### config.mk
export PLATFORM = sky130hd
export DESIGN_NAME = alu_res_serializer
export DESIGN_NICKNAME = d
export VERILOG_FILES = /design/src/rtl/alu_res_serializer.sv
export SDC_FILE = /design/constraint.sdc
export NUM_CORES = 1
export LEC_CHECK = 0
export CORE_ASPECT_RATIO = 1.75
export CORE_MARGIN = 8
export CORE_UTILIZATION = 50
export DETAILED_ROUTE_END_ITERATION = 8
export PLACE_DENSITY = 0.74
export SYNTH_ARGS = -nofsm -noshare
export SYNTH_HDL_FRONTEND = slang
export SYNTH_SLANG_ARGS = --single-unit
### constraint.sdc
create_clock -name i_clk -period 2.88 [get_ports i_clk]
set_clock_uncertainty 0.15 [all_clocks]
set_input_delay 0.72 -clock i_clk [delete_from_list [all_inputs] [get_ports i_clk]]
set_output_delay 0.72 -clock i_clk [all_outputs]
set_load 0.02 [all_outputs]
### src/rtl/alu_res_serializer.sv
// Buffers ALU results in a small FIFO and streams each one out as bytes, LSB first,
// over a valid/ready link towards the UART TX framer. Results that find the FIFO full are dropped.
module alu_res_serializer #(
  parameter int BUSR  = 16,
  parameter int DEPTH = 4,
  parameter int LVLW  = $clog2(DEPTH) + 1
) (
  input  logic            i_clk,
  input  logic            i_arst,
  input  logic            i_res_valid,
  input  logic [BUSR-1:0] i_res,
  input  logic            i_clr_ovf,
  output logic [7:0]      o_tx_data,
  output logic            o_tx_valid,
  input  logic            i_tx_ready,
  output logic [LVLW-1:0] o_level,
  output logic            o_overflow,
  output logic            o_busy,
  output logic            o_dbg_state
);

  localparam int NBYTES = BUSR / 8;
  localparam int PW     = $clog2(DEPTH);
  localparam int IW     = (NBYTES > 1) ? $clog2(NBYTES) : 1;

  typedef enum logic {
    IDLE = 1'b0,
    SEND = 1'b1
  } state_t;

  // Handshake: a byte transfers on a rising edge where o_tx_valid and i_tx_ready are
  // both high; once raised, o_tx_valid and o_tx_data hold until that transfer happens.

  state_t            state_q, state_d;
  logic              arm_q, arm_d;
  logic [IW-1:0]     idx_q, idx_d;
  logic [BUSR-1:0]   shift_q, shift_d;
  logic [PW-1:0]     wr_ptr_q, wr_ptr_d;
  logic [PW-1:0]     rd_ptr_q, rd_ptr_d;
  logic [LVLW-1:0]   level_q, level_d;
  logic              ovf_q, ovf_d;
  logic              busy_q, busy_d;
  logic              valid_q, valid_d;
  logic              pop, push, drop, hs, last_byte;
  logic [BUSR-1:0]   mem_q [DEPTH];

  always_comb begin
    state_d   = state_q;
    arm_d     = arm_q;
    idx_d     = idx_q;
    shift_d   = shift_q;
    valid_d   = valid_q;
    pop       = 1'b0;
    hs        = valid_q && i_tx_ready;
    last_byte = (idx_q == IW'(NBYTES - 1));

    case (state_q)
      IDLE: begin
        valid_d = 1'b0;
        // From idle, a non-empty FIFO is acknowledged one cycle before the head is popped.
        if (level_q != '0) begin
          if (arm_q) begin
            pop     = 1'b1;
            arm_d   = 1'b0;
            state_d = SEND;
            valid_d = 1'b1;
            shift_d = mem_q[rd_ptr_q];
            idx_d   = '0;
          end else begin
            arm_d = 1'b1;
          end
        end
      end
      SEND: begin
        if (hs) begin
          if (!last_byte) begin
            shift_d = shift_q >> 8;
            idx_d   = idx_q + IW'(1);
          end else if (level_q != '0) begin
            pop     = 1'b1;
            shift_d = mem_q[rd_ptr_q];
            idx_d   = '0;
          end else begin
            state_d = IDLE;
            valid_d = 1'b0;
          end
        end
      end
      default: state_d = IDLE;
    endcase

    push     = i_res_valid && ((level_q != LVLW'(DEPTH)) || pop);
    drop     = i_res_valid && !push;
    wr_ptr_d = push ? wr_ptr_q + PW'(1) : wr_ptr_q;
    rd_ptr_d = pop  ? rd_ptr_q + PW'(1) : rd_ptr_q;

    case ({push, pop})
      2'b10:   level_d = level_q + LVLW'(1);
      2'b01:   level_d = level_q - LVLW'(1);
      default: level_d = level_q;
    endcase

    if (drop)           ovf_d = 1'b1;
    else if (i_clr_ovf) ovf_d = 1'b0;
    else                ovf_d = ovf_q;

    busy_d = (state_d != IDLE) || (level_d != '0);
  end

  always_ff @(posedge i_clk or posedge i_arst) begin
    if (i_arst) begin
      state_q  <= IDLE;
      arm_q    <= 1'b0;
      idx_q    <= '0;
      shift_q  <= '0;
      wr_ptr_q <= '0;
      rd_ptr_q <= '0;
      level_q  <= '0;
      ovf_q    <= 1'b0;
      busy_q   <= 1'b0;
      valid_q  <= 1'b0;
    end else begin
      state_q  <= state_d;
      arm_q    <= arm_d;
      idx_q    <= idx_d;
      shift_q  <= shift_d;
      wr_ptr_q <= wr_ptr_d;
      rd_ptr_q <= rd_ptr_d;
      level_q  <= level_d;
      ovf_q    <= ovf_d;
      busy_q   <= busy_d;
      valid_q  <= valid_d;
    end
  end

  // Storage needs no reset: the pointers and level decide what is live.
  always_ff @(posedge i_clk) begin
    if (push) mem_q[wr_ptr_q] <= i_res;
  end

  assign o_tx_data   = shift_q[7:0];
  assign o_tx_valid  = valid_q;
  assign o_level     = level_q;
  assign o_overflow  = ovf_q;
  assign o_busy      = busy_q;
  assign o_dbg_state = state_q;

endmodule

==> out/qor.csv <==
stage,metric,value,unit
power,p_leak,1.737,nW
hold_path,hp-class,reg2reg,
power,p_comb_share,32.7,%
grt,antenna_found_initial,0,
power,intPower,3.388,mW
die,die_area,10730,um^2
worst_setup_path,endpoint_kind,flop,
cts,clk_latency,330,ps
cts,clock-sinks,93,
yosys,syn_avg_cell_area,16.68,um^2
cells_and_area,fin_util,62.01,%
cts,clockBufferDepth,2,
worst_setup_path,crit_chain,"dlygate4sd2_1, nand4_4, and2_4, nor2_4, nand2_1, fa_2, nor2b_2, nand3_1, o211ai_1, o211ai_1, or4b_1",
cells_and_area,stdcell_count,361,
worst_setup_path,critPathKind,in2reg,
yosys,synth_cell_types,35,
yosys,synth_nets,253,
worst_setup_path,crit_arrival,2690,ps
grt,grt_pass1_wl,10920,um
worst_setup_path,endpoint,o_busy$_DFF_PP0_,
worst_setup_path,ff2ff_setup_slack,300,ps
timing,max_freq,378.8,MHz
grt,grt_start_max_net_pins,30,
cts,cts_root_buf,clkbuf_16,
cts,clk_pin_slew,60,ps
cells_and_area,diodes,0,
placement,routabilityCongestion,0.8124,
grt,first_global_vias,2205,
timing,drv_slew,0,
timing,rsz0062_at_grt,no,
cells_and_area,drive_gt1_share,19.05,%
timing,fin_ws,240.4,ps
cts,holdBufCountCts,0,
worst_setup_path,cp_common_cell,o211ai_1,
timing,fin_crit,2640,ps
worst_setup_path,worstPathRequired,2930,ps
grt,grt_usage,13.63,%
worst_setup_path,r2r_start,o_dbg_state$_DFF_PP0_,
cts,cts_tree,done,
worst_setup_path,slowest_delay,500,ps
placement,port_buffers,35,
yosys,netlist_area,3787,um^2
placement,placed_cell_area,4304,um^2
timing,worst_pin_slew,982.3,ps
power,p_seq_share,42.0,%
route,wl_per_cell,18.18,um
yosys,synth_seq_cells,93,
grt,busiest_layer,met2,
die,io_pins,36,
route,dr.pass1.iters,7,
die,fp.dieW,81.79,um
route,viasPerCell,5.568,
timing,setup_viol,0,
worst_setup_path,crit_start,i_tx_ready,
yosys,ys_seq_area_share,69.90,%
cells_and_area,syn_to_final_growth,22.17,%
route,num_vias,2010,
worst_setup_path,cp_slowest_cell,or4b_1,
cts,cts_inserted_buffers,9,
cells_and_area,stdcell_area,4627,um^2
timing,slew_headroom,34.51,%
cells_and_area,fin_nets,294,
power,vdd_drop_max,0.0005695,V
timing,hold_violations,0,
power,cellPowerDensity,1061,nW/um^2
power,p_sw,1.523,mW
route,drc,0,
route,drt_iter0_drc,121,
yosys,post_synth_inst_count,227,
timing,fin_crit_sh,91.65,%
worst_setup_path,ff2ff_path_depth,10,
die,row_count,42,
worst_setup_path,r2r_end,o_busy$_DFF_PP0_,
die,core,7462,um^2
route,ant_nets,0,
hold_path,min_from,shift_q[3]$_DFFE_PP0P_,
die,fp.dieH,131.1,um
cts,cts_max_level,3,
power,switching_share,31.01,%
power,power_frac_clock,25.3,%
grt,grt.overflow.total,0,
timing,timing.hold.ws,328.0,ps
worst_setup_path,critPathMaxFanout,2,
placement,preCtsSetupSlack,-416.1,ps
grt,use_met3,4.030,%
outcome,status,"complete, no violations",
die,start_util,50.75,%
grt,met1_usage,14.81,%
placement,dp_cells,345,
placement,hpwl,4463,um
grt,met2_usage,23.20,%
job,drv_cap,0,
cells_and_area,n_fill_cell,564,
yosys,ys_warn_count,0,
route,routed_wl,6562,um
worst_setup_path,critPathLaunchType,input port,
[layer usage]
layer	vias up	share of wire, %
li1	933	-
met1	1026	39
met2	40	55
met3	11	4.6
met4	0	1.8
met5	-	0
[flip-flops by register name, summed over array words and instances, names as in the netlist]
signal and cells:
o_tx_valid 1, rd_ptr_q 2, wr_ptr_q 2, o_overflow 1
idx_q 1, o_level 3, shift_q 16, o_busy 1
mem_q 64, arm_q 1, o_dbg_state 1
[layout by cell type (no fill, tap or decap), types with 3 or more instances in the layout]
cell type,instances
o21ai_0,9
clkbuf_16,9
dfrtp_1,29
xnor2_1,3
clkdlybuf4s50_1,34
inv_1,10
edfxtp_1,64
buf_4,10
buf_12,4
xor2_1,3
a21oi_1,5
mux2i_1,8
a22o_1,8
and2_1,4
mux4_2,16
nand2_1,14
nand3_1,4
ha_1,4
nor2_1,6
[power by group through the flow]
stage	clock [mW]	combinational [mW]	sequential (mW)
after detailed placement	0	1.64	2.10
after global placement	0	1.61	2.07
after CTS	1.27	1.65	2.07
after global routing	1.33	1.77	2.10
final	1.24	1.61	2.06
after floorplan	0	1.19	2.02
[per-stage QoR]
stage	setup TNS [ps]	power, mW
2_1_floorplan	-63.02	3.212
3_3_place_gp	-357.2	3.681
3_5_place_dp	-416.1	3.733
4_1_cts	0	4.993
5_1_grt	0	5.198
6_report	0	4.911
[cell usage after synthesis]
library cell,count,area [um^2]
a21oi_1,5,25.02
edfxtp_1,64,1922
o211ai_1,2,15.01
clkbuf_1,3,11.26
buf_6,1,11.26
a21bo_1,1,10.01
buf_4,9,67.56
o2bb2ai_1,1,8.760
a211oi_1,2,15.01
xor2_1,3,26.28
mux2i_1,8,80.08
a21oi_2,1,8.760
xnor2_1,3,26.28
and2_1,5,31.28
ha_1,4,50.05
inv_1,10,37.54
nor2b_1,1,6.260
or4b_1,1,10.01
mux4_2,16,360.4
nand4_2,1,12.51
a22o_1,8,70.07
a31oi_1,2,12.51
nor3_1,1,5.000
buf_2,6,30.03
nand2b_4,1,13.76
o31a_1,1,8.760
o21ai_0,9,45.04
a22oi_1,1,7.510
o22ai_1,1,6.260
a2111oi_0,1,8.760
nand3_1,4,20.02
fa_1,1,20.02
nor2_1,7,26.28
dfrtp_1,29,725.7
nand2_1,14,52.55
[cells by family after synthesis]
family / synth area share [%]
AO/OA/AOI/OAI: 6.376
XOR/XNOR: 1.388
adder cells (fa/ha/maj): 1.850
buffers and inverters: 4.163
flip-flops: 69.90
multiplexers: 11.63
AND/OR/NAND/NOR: 4.691
[area by class of cell]
class                   count  area (um^2)  share of cell area [%]
flip-flops and latches     93         2648                   57.22
inverters                  10        37.54                  0.8112
clock buffers               9        225.2                   4.867
clock inverters             7        96.34                   2.082
multi-input cells         105         1006                   21.74
well taps                  88        110.1                   2.380
repair buffers             49        504.2                   10.90
[repair_timing]
item	in CTS	in global routing
setup buffers	0	0
resized for setup	2	0
setup endpoints to repair	1	0
[worst max-delay path, delay by kind of cell]
family	cells	cell delay (ps)
adder cells (fa/ha/maj)	1	340
buffers and inverters	1	250
AND/OR/NAND/NOR	7	1140
AO/OA/AOI/OAI	2	220
[worst min-delay path by stage]
stage | cells after the start | to
final | 2 | shift_q[3]$_DFFE_PP0P_
after floorplan | 2 | shift_q[0]$_DFFE_PP0P_
after detailed placement | 2 | shift_q[3]$_DFFE_PP0P_
after global placement | 2 | shift_q[3]$_DFFE_PP0P_
after CTS | 2 | shift_q[3]$_DFFE_PP0P_
after global routing | 2 | shift_q[3]$_DFFE_PP0P_
(Power assumes the default switching activity.)
